--- src/rtl/spi_master_if.sv ---
// Host/SPI bundle for spi_master: start/busy/done request handshake plus the
// serial SCLK/SSB/MOSI/MISO lines. "master" is the view taken by spi_master;
// "slave" is the view of whatever drives requests and answers on MISO.
interface spi_master_if #(
  parameter int ADDRSZ  = 7,
  parameter int PAYLOAD = 8
);
  logic               start;
  logic               rw;
  logic [ADDRSZ-1:0]  addr;
  logic [PAYLOAD-1:0] wdata;
  logic               busy;
  logic               done;
  logic [PAYLOAD-1:0] rdata;
  logic               SCLK;
  logic               SSB;
  logic               MOSI;
  logic               MISO;

  modport master (
    input  start, rw, addr, wdata, MISO,
    output busy, done, rdata, SCLK, SSB, MOSI
  );

  modport slave (
    output start, rw, addr, wdata, MISO,
    input  busy, done, rdata, SCLK, SSB, MOSI
  );
endinterface

--- src/rtl/spi_master.sv ---
// SPI mode-0 master issuing one {rw, addr, data} frame per start request.
// SCLK half-period is CLK_DIV clk cycles; frame ends with a 2*CLK_DIV gap
// before done. Optional macro SPI_MASTER_TXN_COUNT_EN adds a frame counter
// (txn_count) with a synchronous clear input (clr_count).
module spi_master #(
  parameter int CLK_DIV = 4,
  parameter int ADDRSZ  = 7,
  parameter int PAYLOAD = 8
) (
  input  logic        clk,
  input  logic        reset,
  spi_master_if.master bus
`ifdef SPI_MASTER_TXN_COUNT_EN
  ,
  input  logic        clr_count,
  output logic [15:0] txn_count
`endif
);
  localparam int FW = 1 + ADDRSZ + PAYLOAD;
  localparam int BW = $clog2(FW + 1);
  localparam logic [8:0] PH_LAST  = 9'(CLK_DIV - 1);
  localparam logic [8:0] GAP_LAST = 9'(2 * CLK_DIV - 1);

  typedef enum logic [2:0] {IDLE, SETUP, SHIFT_HI, SHIFT_LO, HOLD, GAP} state_t;

  state_t             state;
  logic [8:0]         cnt;
  logic [FW-1:0]      tx;
  logic [PAYLOAD-1:0] rx;
  logic [BW-1:0]      bits;
  logic               rd_q;
  logic [FW-1:0]      frame;
  logic               ph_end;

  // Read frames carry an all-zero data field.
  assign frame  = {bus.rw, bus.addr, (bus.rw ? {PAYLOAD{1'b0}} : bus.wdata)};
  assign ph_end = (cnt == PH_LAST);

  // Frame sequencer; every bus output is a register written here.
  always_ff @(posedge clk or posedge reset) begin
    if (reset) begin
      state     <= IDLE;
      cnt       <= '0;
      tx        <= '0;
      rx        <= '0;
      bits      <= '0;
      rd_q      <= 1'b0;
      bus.SSB   <= 1'b1;
      bus.SCLK  <= 1'b0;
      bus.MOSI  <= 1'b0;
      bus.busy  <= 1'b0;
      bus.done  <= 1'b0;
      bus.rdata <= '0;
    end else begin
      bus.done <= 1'b0;
      case (state)
        IDLE: begin
          if (bus.start) begin
            tx       <= frame;
            rd_q     <= bus.rw;
            bits     <= BW'(FW);
            cnt      <= '0;
            bus.SSB  <= 1'b0;
            bus.MOSI <= frame[FW-1];
            bus.busy <= 1'b1;
            state    <= SETUP;
          end
        end
        SETUP: begin
          if (ph_end) begin
            cnt      <= '0;
            bus.SCLK <= 1'b1;
            state    <= SHIFT_HI;
          end else cnt <= cnt + 9'd1;
        end
        SHIFT_HI: begin
          if (ph_end) begin
            cnt      <= '0;
            rx       <= {rx[PAYLOAD-2:0], bus.MISO};
            bus.SCLK <= 1'b0;
            bits     <= bits - BW'(1);
            tx       <= {tx[FW-2:0], 1'b0};
            if (bits != BW'(1)) begin
              bus.MOSI <= tx[FW-2];
              state    <= SHIFT_LO;
            end else begin
              bus.MOSI <= 1'b0;
              state    <= HOLD;
            end
          end else cnt <= cnt + 9'd1;
        end
        SHIFT_LO: begin
          if (ph_end) begin
            cnt      <= '0;
            bus.SCLK <= 1'b1;
            state    <= SHIFT_HI;
          end else cnt <= cnt + 9'd1;
        end
        HOLD: begin
          if (ph_end) begin
            cnt     <= '0;
            bus.SSB <= 1'b1;
            state   <= GAP;
          end else cnt <= cnt + 9'd1;
        end
        GAP: begin
          if (cnt == GAP_LAST) begin
            cnt      <= '0;
            bus.busy <= 1'b0;
            bus.done <= 1'b1;
            if (rd_q) bus.rdata <= rx;
            state    <= IDLE;
          end else cnt <= cnt + 9'd1;
        end
        default: state <= IDLE;
      endcase
    end
  end

`ifdef SPI_MASTER_TXN_COUNT_EN
  // Completed-frame counter; clear has priority over a done pulse.
  always_ff @(posedge clk or posedge reset) begin
    if (reset)          txn_count <= '0;
    else if (clr_count) txn_count <= '0;
    else if (bus.done)  txn_count <= txn_count + 16'd1;
  end
`endif
endmodule

--- src/flat_wrapper.sv ---
// flat-port wrapper written by rule: the top's interface ports become plain ports
module spi_master_flat 
#(
  parameter int CLK_DIV = 4,
  parameter int ADDRSZ  = 7,
  parameter int PAYLOAD = 8
)
  (clk, reset, bus_start, bus_rw, bus_addr, bus_wdata, bus_MISO, bus_busy, bus_done, bus_rdata, bus_SCLK, bus_SSB, bus_MOSI);
  spi_master_if #(.ADDRSZ(ADDRSZ), .PAYLOAD(PAYLOAD)) bus_i ();
  input  logic clk;
  input  logic reset;
  input wire logic [$bits(bus_i.start)-1:0] bus_start;
  input wire logic [$bits(bus_i.rw)-1:0] bus_rw;
  input wire logic [$bits(bus_i.addr)-1:0] bus_addr;
  input wire logic [$bits(bus_i.wdata)-1:0] bus_wdata;
  input wire logic [$bits(bus_i.MISO)-1:0] bus_MISO;
  output wire logic [$bits(bus_i.busy)-1:0] bus_busy;
  output wire logic [$bits(bus_i.done)-1:0] bus_done;
  output wire logic [$bits(bus_i.rdata)-1:0] bus_rdata;
  output wire logic [$bits(bus_i.SCLK)-1:0] bus_SCLK;
  output wire logic [$bits(bus_i.SSB)-1:0] bus_SSB;
  output wire logic [$bits(bus_i.MOSI)-1:0] bus_MOSI;
  assign bus_i.start = bus_start;
  assign bus_i.rw = bus_rw;
  assign bus_i.addr = bus_addr;
  assign bus_i.wdata = bus_wdata;
  assign bus_i.MISO = bus_MISO;
  assign bus_busy = bus_i.busy;
  assign bus_done = bus_i.done;
  assign bus_rdata = bus_i.rdata;
  assign bus_SCLK = bus_i.SCLK;
  assign bus_SSB = bus_i.SSB;
  assign bus_MOSI = bus_i.MOSI;
  spi_master #(.CLK_DIV(CLK_DIV), .ADDRSZ(ADDRSZ), .PAYLOAD(PAYLOAD)) u_core (.clk(clk), .reset(reset), .bus(bus_i));
endmodule
--- config.mk ---
export PLATFORM = sky130hd
export DESIGN_NAME = spi_master_flat
export DESIGN_NICKNAME = d
export VERILOG_FILES = /design/src/rtl/spi_master_if.sv /design/src/rtl/spi_master.sv /design/src/flat_wrapper.sv
export SDC_FILE = /design/constraint.sdc
export NUM_CORES = 1
export LEC_CHECK = 0
export ABC_AREA = 1
export CORE_ASPECT_RATIO = 1.5
export CORE_MARGIN = 1.5
export CORE_UTILIZATION = 55
export DETAILED_ROUTE_END_ITERATION = 6
export GPL_ROUTABILITY_DRIVEN = 0
export PLACE_DENSITY = 0.79
export SETUP_SLACK_MARGIN = 0.3
export SLEW_MARGIN = 15
export SYNTH_ARGS = -nofsm -noshare
export SYNTH_HDL_FRONTEND = slang
export SYNTH_SLANG_ARGS = --single-unit
--- constraint.sdc ---
create_clock -name clk -period 1.9 [get_ports clk]
set_input_delay 0.38 -clock clk [delete_from_list [all_inputs] [get_ports clk]]
set_output_delay 0.38 -clock clk [all_outputs]
set_load 0.01 [all_outputs]
==> impl_results.md <==
- Boundary Pins: 33
- Comb pwr share: 0.420
- Antenna cell count: 0
- Die Outline Area: 5428 um2
- Number of port buffers: 32
- Area occupied by registers: ~1400 um2
- Fraction of layout cells with a size suffix above 1: 0.1309
- Highest routing layer actually used: met4
- Synthesis-to-finish area growth: 22.08%
- Pins over their slew limit: 0
- Leading post-synthesis cells by cell area: sky130_fd_sc_hd__dfrtp_1 (48%), sky130_fd_sc_hd__nand2_1 (15%), sky130_fd_sc_hd__o21ai_0 (7.5%), sky130_fd_sc_hd__inv_1 (6.2%), sky130_fd_sc_hd__nand3_1 (4.4%)
- Clock Sink Count: 54
- Post-synth top area share: 0.4836
- Wire length on met1: between 2000 and 2500 um
- Pwr Total: between 4 and 5 mW
- Start point of the critical path: u_core.bus.done
- Sort of element at the start of the critical path: flop
- Wire length on met2: approximately 2800 um
- Net switching share of the total power: 0.4095
- Initial standard-cell utilization of the core: 0.5702
- WP buf/inv: 1
- Startpoint of the worst register-to-register path: u_core.cnt[1]
- Crit-path slowest cell: sky130_fd_sc_hd__clkdlybuf4s50_1
- Deepest clock path buffer count: 2
- Crit-path leading delay family: buffers and inverters
- Setup TNS Final: 0 ps
- Die Span X: 60.66 um
- Setup repair after global routing missed its margin: true
- Register bit total from synthesis: 54
- Capturing element type of the critical path: primary output
- First-pass GRT wire length: about 9000 um
- Worst min path class: in2async
- Synthesized Nets: about 360
- Total CTS buffers: 5
- Critical path, cell by cell: clkdlybuf4s50_1
- Peak supply drop: 0.7922 mV
- Drt first-iter violations: 70
- TritonCTS clock tree: built
- Count of final setup violators: 0
- Hold violation total from the final report: 0
- Fill cell total of the finished layout: between 400 and 500
- Static Leakage: 1.735 nW
- Slew at the pin closest to its max-slew limit: between 500 and 600 ps
- Leftover overflow at the end of global routing: 0
- Critical path data required time: 1520 ps
- Vias per cell: approximately 5
- Yosys warns: 0
- Max-Slew Margin vs Limit: 0.6505
- Antenna violations before repair: 0
- Netlist cell types: 24
- Net Switching: between 1.5 and 2 mW
- Post-synthesis cell area: roughly 2700 um2
- Final Cycle Share: 0.8083
- Fin Clk Skew: just over 4 ps
- Pwr/cell area: around 1200 nW/um2
- Multi-input gate area: between 1000 and 1500 um2
- Number of cell rows: 31
- Global router's overall resource usage: 0.2169
- Floorplan Core Area: 4810 um2
- Die extent in y: just under 90 um
- Antenna viol nets, final: 0
- Pin count of the biggest net entering global routing: 30
- Post-route DRC violation count: 0
- Worst R2R Setup Slack: 400 ps
- Detailed placer's ending HPWL: 3802 um
- Number of H-tree levels: 2
- Sequential share of power: 0.423
- Routed wire length: 5369 um
- Crit Path Max Fanout: 1
- Final critical delay including setup and external delays: between 1500 and 2000 ps
- Data arrival time of the critical path: 1160 ps
- Clk network pwr share: 0.157
- Cells after synthesis: 340
- Clock root cell: sky130_fd_sc_hd__clkbuf_8
- Total via count in the routed design: between 2000 and 2500
- Peak per-stage delay on the critical path: ~520 ps
- Clock edge transition at the registers on the reported setup and hold paths: 90 ps
- Kind of critical path: reg2out
- Worst setup timing slack at the placement stage: roughly 270 ps
- Result of the run: finished clean
- Worst Setup Slack, final: 364.1 ps
- Vias in the first global route: between 2000 and 2500
- Max cap viols: 0
- First-pass DRT Iterations: 4
- Int Power: 2.373 mW
- Final #Nets: 404
- Detailed route wirelength on metal3: around 170 um
- Number of instances in the placed design: around 440
- Final standard cell count with taps included and fillers excluded: ~450
- Mean instance size in the synthesized netlist: 8.067 um2
- Detail-routed net length per standard cell: 11.98 um
- Insertion delay of the later-clocked pin in the worst-skew pair: approximately 300 ps
- Fmax: approximately 650 MHz
- Largest area contributor in the synthesized netlist: sky130_fd_sc_hd__dfrtp_1
- Fraction of the yosys area taken by sequential cells: 0.4932
-- worst paths after layout --
check,cells past startpoint,end
max,1,bus_done
min,2,u_core.bus.rdata[0]
max reg2reg,6,u_core.rx[6]
min reg2reg,2,u_core.bus.rdata[6]
max in group asynchronous,3,u_core.tx[13]
min in group clk,2,u_core.bus.rdata[6]
-- metrics by stage --
step	hold slack, ps	cell area (um2)	utilization
after floorplan	442.5	2746	-
after CTS	460.9	3242	0.6740
final	451.6	3348	0.6962
after detailed placement	468.5	3151	0.6550
after global placement	455.6	3151	0.6550
after global routing	499.0	3348	0.6962
-- kinds of logic after synthesis --
| logic type | count (synthesis) | synth area share |
|---|---|---|
| adder cells (fa/ha/maj) | 3 | 0.01369 |
| AO/OA/AOI/OAI | 57 | 0.1172 |
| AND/OR/NAND/NOR | 165 | 0.2692 |
| buffers and inverters | 56 | 0.09078 |
| XOR/XNOR | 5 | 0.01597 |
| flip-flops | 54 | 0.4932 |
-- routing by layer --
metal | GRT usage | up-vias
li1 | - | 1156
met3 | 0.04342 | 7
met1 | 0.2611 | 1053
met4 | 0.07708 | 0
met5 | 0 | -
met2 | 0.3783 | 48
-- cell type report --
cell class              instances  share of cell area
flip-flops and latches         54              0.4051
multi-input cells             231              0.3602
repair buffers                 41              0.1289
inverters                      48             0.05493
well taps                      66             0.02466
clock buffers                   5             0.02055
clock inverters                 3            0.005605
-- power by group through the flow --
stage	Combinational [mW]	Clock, mW	Sequential, mW
5_1_grt	1.93	0.696	1.74
3_3_place_gp	1.50	0	1.68
6_report	1.69	0.633	1.70
3_5_place_dp	1.55	0	1.70
4_1_cts	1.56	0.652	1.68
2_1_floorplan	1.22	0	1.66
-- cells in the mapped netlist --
| master | instances |
|---|---|
| sky130_fd_sc_hd__o21ai_2 | 8 |
| sky130_fd_sc_hd__dfrtp_1 | 53 |
| sky130_fd_sc_hd__buf_4 | 2 |
| sky130_fd_sc_hd__dfstp_2 | 1 |
| sky130_fd_sc_hd__buf_6 | 4 |
| sky130_fd_sc_hd__nor2_1 | 15 |
| sky130_fd_sc_hd__clkinv_1 | 1 |
| sky130_fd_sc_hd__ha_1 | 3 |
| sky130_fd_sc_hd__nand3_4 | 1 |
| sky130_fd_sc_hd__buf_2 | 1 |
| sky130_fd_sc_hd__o22ai_1 | 1 |
| sky130_fd_sc_hd__inv_1 | 45 |
| sky130_fd_sc_hd__nand3_1 | 24 |
| sky130_fd_sc_hd__inv_2 | 2 |
| sky130_fd_sc_hd__nand2_4 | 1 |
| sky130_fd_sc_hd__o211ai_1 | 2 |
| sky130_fd_sc_hd__nand2_2 | 5 |
| sky130_fd_sc_hd__xor2_1 | 5 |
| sky130_fd_sc_hd__nand2_1 | 107 |
| sky130_fd_sc_hd__clkbuf_1 | 1 |
| sky130_fd_sc_hd__o21ai_0 | 41 |
| sky130_fd_sc_hd__nor2_4 | 5 |
| sky130_fd_sc_hd__nand4_1 | 7 |
| sky130_fd_sc_hd__o21ai_1 | 5 |
-- registers in the layout, summed over array words and instances (netlist names) --
register and count:
u_core.rx 8, u_core.rd_q 1, u_core.bits 5, u_core.bus.MOSI 1
u_core.bus.SCLK 1, u_core.bus.rdata 8, u_core.tx 15, u_core.bus.done 1
u_core.cnt 9, u_core.bus.SSB 1, u_core.bus.busy 1, u_core.state 3
-- placed cells by master, fill, tap and decap left out, types with 2 or more instances in the layout --
| master | instances |
|---|---|
| sky130_fd_sc_hd__nor2_1 | 14 |
| sky130_fd_sc_hd__nand2_1 | 104 |
| sky130_fd_sc_hd__dfrtp_1 | 50 |
| sky130_fd_sc_hd__inv_1 | 44 |
| sky130_fd_sc_hd__nand3_1 | 24 |
| sky130_fd_sc_hd__xor2_1 | 5 |
| sky130_fd_sc_hd__clkdlybuf4s50_1 | 20 |
| sky130_fd_sc_hd__buf_4 | 7 |
| sky130_fd_sc_hd__clkinv_2 | 2 |
| sky130_fd_sc_hd__o211ai_1 | 2 |
| sky130_fd_sc_hd__nand2_2 | 6 |
| sky130_fd_sc_hd__nand2_4 | 3 |
| sky130_fd_sc_hd__o21ai_1 | 5 |
| sky130_fd_sc_hd__dfrtp_2 | 3 |
| sky130_fd_sc_hd__nand4_1 | 7 |
| sky130_fd_sc_hd__nor2_4 | 6 |
| sky130_fd_sc_hd__dlygate4sd2_1 | 3 |
| sky130_fd_sc_hd__inv_2 | 2 |
| sky130_fd_sc_hd__clkbuf_8 | 5 |
| sky130_fd_sc_hd__o21ai_2 | 7 |
| sky130_fd_sc_hd__dlymetal6s2s_1 | 9 |
| sky130_fd_sc_hd__buf_12 | 2 |
| sky130_fd_sc_hd__ha_1 | 2 |
| sky130_fd_sc_hd__o21ai_0 | 41 |
-- timing repair --
item                                    in CTS  in global routing
endpoints found under the setup margin      11                 39
setup buffers                                0                  3
pin swaps                                    0                  3
gates resized for setup                      5                 21
gates cloned                                 0                  1
hold buffers                                 0                  0
Note: power is estimated with default switching activity, not from simulation.
